==> src/rtl/rv_stream_sink_if.sv <==
// ----------------------------------------------------------------------------
// rv_stream_sink_if
// Valid/ready stream bundle carrying beats from a source into the stream sink.
//   in_valid  source -> sink   beat valid
//   in_data   source -> sink   beat payload, DATA_W bits
//   in_ready  sink   -> source sink can take a beat this cycle
// master: the source side (drives valid/data). slave: the sink side (drives ready).
// ----------------------------------------------------------------------------
interface rv_stream_sink_if #(
    parameter int DATA_W = 32
);
    logic              in_valid;
    logic [DATA_W-1:0] in_data;
    logic              in_ready;

    modport master (
        output in_valid,
        output in_data,
        input  in_ready
    );

    modport slave (
        input  in_valid,
        input  in_data,
        output in_ready
    );
endinterface

==> src/rtl/rv_stream_sink.sv <==
// ----------------------------------------------------------------------------
// rv_stream_sink
// Consumer end of a valid/ready stream. Generates programmable backpressure,
// checks accepted beats against an incrementing sequence and flags source-side
// protocol violations (valid dropped or data changed while stalled).
// Ports:
//   clk, rst          clock (rising edge) and asynchronous active-high reset
//   start             pulse: load expected <= seed, clear counters/flags, enter RUN
//   stop              pulse: return to IDLE, counters/flags retained
//   seed              first expected data value, sampled on start
//   stall_mode        00 always ready, 01 alternate, 10 LFSR, 11 never ready
//   in_if             stream slave port (in_valid, in_data in; in_ready out)
//   beat_cnt/err_cnt  saturating accepted-beat and data-mismatch counters
//   data_err          sticky data mismatch flag
//   proto_err         sticky source protocol violation flag
//   busy              high while in RUN
//   last_data         data of the most recently accepted beat
// ----------------------------------------------------------------------------
module rv_stream_sink #(
    parameter int          DATA_W    = 32,
    parameter int          CNT_W     = 16,
    parameter int          INCR      = 1,
    parameter logic [15:0] LFSR_INIT = 16'hACE1
) (
    input  logic               clk,
    input  logic               rst,
    input  logic               start,
    input  logic               stop,
    input  logic [DATA_W-1:0]  seed,
    input  logic [1:0]         stall_mode,
    rv_stream_sink_if.slave    in_if,
    output logic [CNT_W-1:0]   beat_cnt,
    output logic [CNT_W-1:0]   err_cnt,
    output logic               data_err,
    output logic               proto_err,
    output logic               busy,
    output logic [DATA_W-1:0]  last_data
);

    typedef enum logic {IDLE, RUN} state_t;

    state_t             state_q, state_d;
    logic               ready_q, ready_d;
    logic               tgl_q, tgl_d;
    logic [15:0]        lfsr_q, lfsr_d;
    logic [DATA_W-1:0]  expected_q, expected_d;
    logic [CNT_W-1:0]   beat_q, beat_d;
    logic [CNT_W-1:0]   err_q, err_d;
    logic               derr_q, derr_d;
    logic               perr_q, perr_d;
    logic [DATA_W-1:0]  last_q, last_d;
    logic               vq_q, vq_d;
    logic [DATA_W-1:0]  dq_q, dq_d;
    logic               accept;

    assign accept = in_if.in_valid & ready_q;

    // Control path: next state, pattern generators and the registered ready.
    // in_ready is computed from the *next* state so the first RUN cycle after
    // start already presents the mode's ready value, and it never depends
    // combinationally on in_valid.
    always_comb begin
        state_d = state_q;
        tgl_d   = tgl_q;
        lfsr_d  = lfsr_q;
        ready_d = 1'b0;

        if (start) begin
            state_d = RUN;
        end else if (stop) begin
            state_d = IDLE;
        end

        if (state_d == RUN) begin
            // Alternate pattern restarts at 1 on every start.
            tgl_d  = start ? 1'b1 : ~tgl_q;
            // Fibonacci LFSR, shift right, taps 16,14,13,11.
            lfsr_d = {lfsr_q[0] ^ lfsr_q[2] ^ lfsr_q[3] ^ lfsr_q[5], lfsr_q[15:1]};
            case (stall_mode)
                2'b00:   ready_d = 1'b1;
                2'b01:   ready_d = tgl_d;
                2'b10:   ready_d = lfsr_d[0];
                default: ready_d = 1'b0;
            endcase
        end
    end

    // Data path: sequence checking, saturating counters and protocol watch.
    // The expected value resyncs to the received data on every accept so a
    // single corrupted beat produces exactly one error.
    always_comb begin
        expected_d = expected_q;
        beat_d     = beat_q;
        err_d      = err_q;
        derr_d     = derr_q;
        perr_d     = perr_q;
        last_d     = last_q;
        vq_d       = start ? 1'b0 : (in_if.in_valid & ~ready_q);
        dq_d       = in_if.in_data;

        if (accept) begin
            last_d = in_if.in_data;
        end

        if (start) begin
            expected_d = seed;
            beat_d     = '0;
            err_d      = '0;
            derr_d     = 1'b0;
            perr_d     = 1'b0;
        end else begin
            if (accept) begin
                if (in_if.in_data != expected_q) begin
                    derr_d = 1'b1;
                    if (err_q != '1) begin
                        err_d = err_q + CNT_W'(1);
                    end
                end
                expected_d = in_if.in_data + DATA_W'(INCR);
                if (beat_q != '1) begin
                    beat_d = beat_q + CNT_W'(1);
                end
            end
            // A beat stalled last cycle must still be offered, unchanged.
            if ((state_q == RUN) && vq_q &&
                (!in_if.in_valid || (in_if.in_data != dq_q))) begin
                perr_d = 1'b1;
            end
        end
    end

    // State registers with asynchronous reset.
    always_ff @(posedge clk or posedge rst) begin
        if (rst) begin
            state_q    <= IDLE;
            ready_q    <= 1'b0;
            tgl_q      <= 1'b0;
            lfsr_q     <= LFSR_INIT;
            expected_q <= '0;
            beat_q     <= '0;
            err_q      <= '0;
            derr_q     <= 1'b0;
            perr_q     <= 1'b0;
            last_q     <= '0;
            vq_q       <= 1'b0;
            dq_q       <= '0;
        end else begin
            state_q    <= state_d;
            ready_q    <= ready_d;
            tgl_q      <= tgl_d;
            lfsr_q     <= lfsr_d;
            expected_q <= expected_d;
            beat_q     <= beat_d;
            err_q      <= err_d;
            derr_q     <= derr_d;
            perr_q     <= perr_d;
            last_q     <= last_d;
            vq_q       <= vq_d;
            dq_q       <= dq_d;
        end
    end

    assign in_if.in_ready = ready_q;
    assign beat_cnt       = beat_q;
    assign err_cnt        = err_q;
    assign data_err       = derr_q;
    assign proto_err      = perr_q;
    assign busy           = (state_q == RUN);
    assign last_data      = last_q;

endmodule

==> src/flat_wrapper.sv <==
// flat-port wrapper written by rule: the top's interface ports become plain ports
module rv_stream_sink_flat 
#(
    parameter int          DATA_W    = 32,
    parameter int          CNT_W     = 16,
    parameter int          INCR      = 1,
    parameter logic [15:0] LFSR_INIT = 16'hACE1
)
  (clk, rst, start, stop, seed, stall_mode, beat_cnt, err_cnt, data_err, proto_err, busy, last_data, in_if_in_valid, in_if_in_data, in_if_in_ready);
  rv_stream_sink_if #(.DATA_W(DATA_W)) in_if_i ();
  input  logic clk;
  input  logic rst;
  input  logic start;
  input  logic stop;
  input  logic [DATA_W-1:0] seed;
  input  logic [1:0] stall_mode;
  output logic [CNT_W-1:0] beat_cnt;
  output logic [CNT_W-1:0] err_cnt;
  output logic data_err;
  output logic proto_err;
  output logic busy;
  output logic [DATA_W-1:0] last_data;
  input wire logic [$bits(in_if_i.in_valid)-1:0] in_if_in_valid;
  input wire logic [$bits(in_if_i.in_data)-1:0] in_if_in_data;
  output wire logic [$bits(in_if_i.in_ready)-1:0] in_if_in_ready;
  assign in_if_i.in_valid = in_if_in_valid;
  assign in_if_i.in_data = in_if_in_data;
  assign in_if_in_ready = in_if_i.in_ready;
  rv_stream_sink #(.DATA_W(DATA_W), .CNT_W(CNT_W), .INCR(INCR), .LFSR_INIT(LFSR_INIT)) u_core (.clk(clk), .rst(rst), .start(start), .stop(stop), .seed(seed), .stall_mode(stall_mode), .in_if(in_if_i), .beat_cnt(beat_cnt), .err_cnt(err_cnt), .data_err(data_err), .proto_err(proto_err), .busy(busy), .last_data(last_data));
endmodule
==> config.mk <==
export PLATFORM = sky130hd
export DESIGN_NAME = rv_stream_sink_flat
export DESIGN_NICKNAME = d
export VERILOG_FILES = /design/src/rtl/rv_stream_sink_if.sv /design/src/rtl/rv_stream_sink.sv /design/src/flat_wrapper.sv
export SDC_FILE = /design/constraint.sdc
export NUM_CORES = 1
export LEC_CHECK = 0
export CAP_MARGIN = 10
export CORE_MARGIN = 2
export CORE_UTILIZATION = 57
export DETAILED_ROUTE_END_ITERATION = 12
export PLACE_DENSITY_LB_ADDON = 0.3
export REMOVE_ABC_BUFFERS = 1
export SETUP_SLACK_MARGIN = 0.02
export SLEW_MARGIN = 15
export SYNTH_ARGS = -nofsm -noshare
export SYNTH_HDL_FRONTEND = slang
export SYNTH_SLANG_ARGS = --single-unit
==> constraint.sdc <==
create_clock -name clk -period 11 [get_ports clk]
set_clock_uncertainty 0.15 [all_clocks]
set_input_delay 2.2 -clock clk [delete_from_list [all_inputs] [get_ports clk]]
set_output_delay 2.2 -clock clk [all_outputs]
set_load 0.05 [all_outputs]
==> impl_metrics.ini <==
[run_status]
status = finished, final reports clean

[final_layout]
syn2layout_area_growth_pct = 26.6
antenna_cells = 0
layout-drive-gt1-share_pct = 8.56
multiInputGateArea_um2 = 3350
final_area_um2 = 9380
layout_commonest_cell = nand2_1
seq_area_um2 = 3760
fin_nets = 937
mostFrequentLayoutCells = 167 x nand2_1, 142 x dfrtp_1, 137 x clkdlybuf4s50_1
fill_cells = 937

[power_and_ir_drop]
seq_power_share_pct = 40.4
power.density_nw_per_um2 = 187
p_sw_share_pct = 32.2
comb_power_share_pct = 26.4
ir_drop_mv = 0.178
intPower_mw = 1.19
leakage_nw = 4.10
clock_power_share_pct = 33.2
p_switching_uw = 563

[synth]
ys_types = 52
async_flop_share_pct = 100
netlist_area_um2 = 7410
ys_warn_count = 0
yosysSeqAreaShare_pct = 50.8
synth_edf_count = 0
yosys_register_bits = 150
syn_avg_cell_area_um2 = 9.80
ys.flop_type = dfrtp_1
postSynthCellCount = 756

[clock_tree]
ctsLongestPathBuffers = 2
root_buffer = clkbuf_16
clock-sinks = 150
clk_latency_ns = 0.43
cts_resized = 0
path_clk_slew_ns = 0.06
numCtsBuffers = 17
post_cts_buffers = 0
cts_tree = done
hold_buffers = 0
htree_num_levels = 4

[die]
die_area_um2 = 13900
pin_count = 139
core-area_um2 = 12700
fp-row-count = 41
fp.dieW_um = 118
initial_utilization_pct = 58.5
die_h_um = 118

[routing]
dr.pass1.iters = 5
wl_per_cell_um = 17.4
drt-initial-drc-count = 596
postRouteAntennaNets = 0
drc = 0
vias_per_cell = 5.74
via_count = 6013
wirelength_mm = 18.2

[timing]
fin_crit_sh_pct = 43.6
finalMaxSlewViolations = 0
max_freq_mhz = 208
fin_ws_ns = 6.20
rsz0062_at_grt = false
setup_tns_ns = 0
relSlewSlack_pct = 43.7
tightest_slew_ns = 0.844
finalSetupViolCount = 0
period_needed_ns = 4.80
hold_viol = 0

[critical_path]
crit_arrival_ns = 4.94
crit_path_end_kind = register
critPathKind = in -> reg
crit_family = simple AND/OR/NAND/NOR gates
max_stage_delay_ns = 0.81
crit_chain = clkdlybuf4s50_1 > xor2_1 > nor4_2 > nand4_1 > nor4_4 > buf_6 > or4_4 > o21ai_0
required_ns = 11.14
crit_slowest_cell = nor4_4
startpoint_type = input port
worstPathMaxFanout = 16
critPathBufInv = 2

[global_routing]
grt_pass1_wl_mm = 29.7
first_global_vias = 5937
grt_max_degree = 87
overflow = 0
antenna_found_initial = 0
gr-usage-all-layers_pct = 26.6

[place]
place_congestion = 0.819
dp_slack_ns = 5.63
dpl.hpwl_mm = 12.1
dpl_cell_area_um2 = 8770
port_buffers = 138

[job]
maxCapViolations = 0

[min_path]
hold_class = reg -> reg
[worst register-to-register path, stage by stage (launching register included)]
cell and delay, ns:
dfrtp_1 0.39, xor2_1 0.17, nor4_2 0.37, nand4_1 0.25
nor4_4 0.81, buf_6 0.26, or4_4 0.15, o21ai_0 0.09
[synthesized netlist by cell type, drive strengths merged (4+ instances only)]
master | count | share of area (%)
o21ai | 29 | 2.0
nand2 | 169 | 8.6
mux2 | 15 | 2.3
inv | 5 | 0.25
xnor2 | 21 | 2.5
o31ai | 7 | 0.71
and2 | 4 | 0.34
nand3 | 23 | 1.6
nor2 | 47 | 2.4
nor4 | 16 | 1.6
a31oi | 4 | 0.34
clkbuf | 31 | 1.6
nand4 | 17 | 1.4
and4 | 12 | 1.5
o41ai | 8 | 0.95
dfstp | 8 | 2.8
xor2 | 90 | 11
and3 | 21 | 1.8
dfrtp | 142 | 48
o221ai | 12 | 1.4
buf | 25 | 2.2
a21oi | 21 | 1.6
[cells by family after synthesis]
logic type,Yosys count,share of synthesized area (%)
simple gates,317,19.9
flops,150,50.8
xor+xnor,111,13.1
compound gates,96,8.93
buf+inv,61,4.04
mux,18,2.69
fa+ha+maj,3,0.507
[routing by layer]
metal	share of wire, %	global-route usage [%]	vias up
met2	47	41.1	265
met5	0	0	-
met4	1.7	10.2	0
li1	-	-	2792
met3	7.3	6.54	26
met1	44	36.5	2930
[final cells by class]
| type | count | area share [%] |
|---|---|---|
| clock buffer | 23 | 5.31 |
| clock inverter | 9 | 1.04 |
| inverter | 5 | 0.254 |
| multi-input combinational | 545 | 35.7 |
| sequential | 150 | 40.1 |
| tap | 172 | 2.30 |
| timing repair buffer | 144 | 15.2 |
[power by group through the flow]
stage	combinational (mW)	sequential (mW)	clock, mW
after floorplan	0.148	0.853	0
after global placement	0.452	0.711	0
after detailed placement	0.462	0.716	0
after CTS	0.465	0.709	0.587
after global routing	0.494	0.719	0.612
final	0.462	0.708	0.581
[through the flow]
step / power, mW / std cells / hold slack [ns] / util, %
2_1_floorplan: 1.00 / 700 / 0.305 / -
6_report: 1.75 / 1048 / 0.320 / 74.0
4_1_cts: 1.76 / 1047 / 0.327 / 73.9
5_1_grt: 1.82 / 1048 / 0.348 / 74.0
3_3_place_gp: 1.16 / 1015 / 0.307 / 69.2
3_5_place_dp: 1.18 / 1015 / 0.313 / 69.2
[registers in the layout (all words and copies together), names as in the netlist, 16 cells and up]
name and flops:
u_core.lfsr_q 16, u_core.expected_q 32, u_core.beat_cnt 16, u_core.err_cnt 16, u_core.last_data 32, u_core.dq_q 32
[worst paths after layout]
check	start	endpoint	slack, ns	cells past startpoint
min in group asynchronous	rst	u_core.beat_cnt[12]	2.09	2
hold reg to reg	u_core.last_data[15]	u_core.last_data[15]	0.32	2
setup / recovery	in_if_in_data[6]	u_core.err_cnt[13]	6.20	8
hold / removal	u_core.last_data[15]	u_core.last_data[15]	0.32	2
setup reg to reg	u_core.expected_q[30]	u_core.err_cnt[13]	8.22	7
max in group asynchronous	rst	u_core.expected_q[11]	7.44	3
Power figures use the tool's default switching activity.
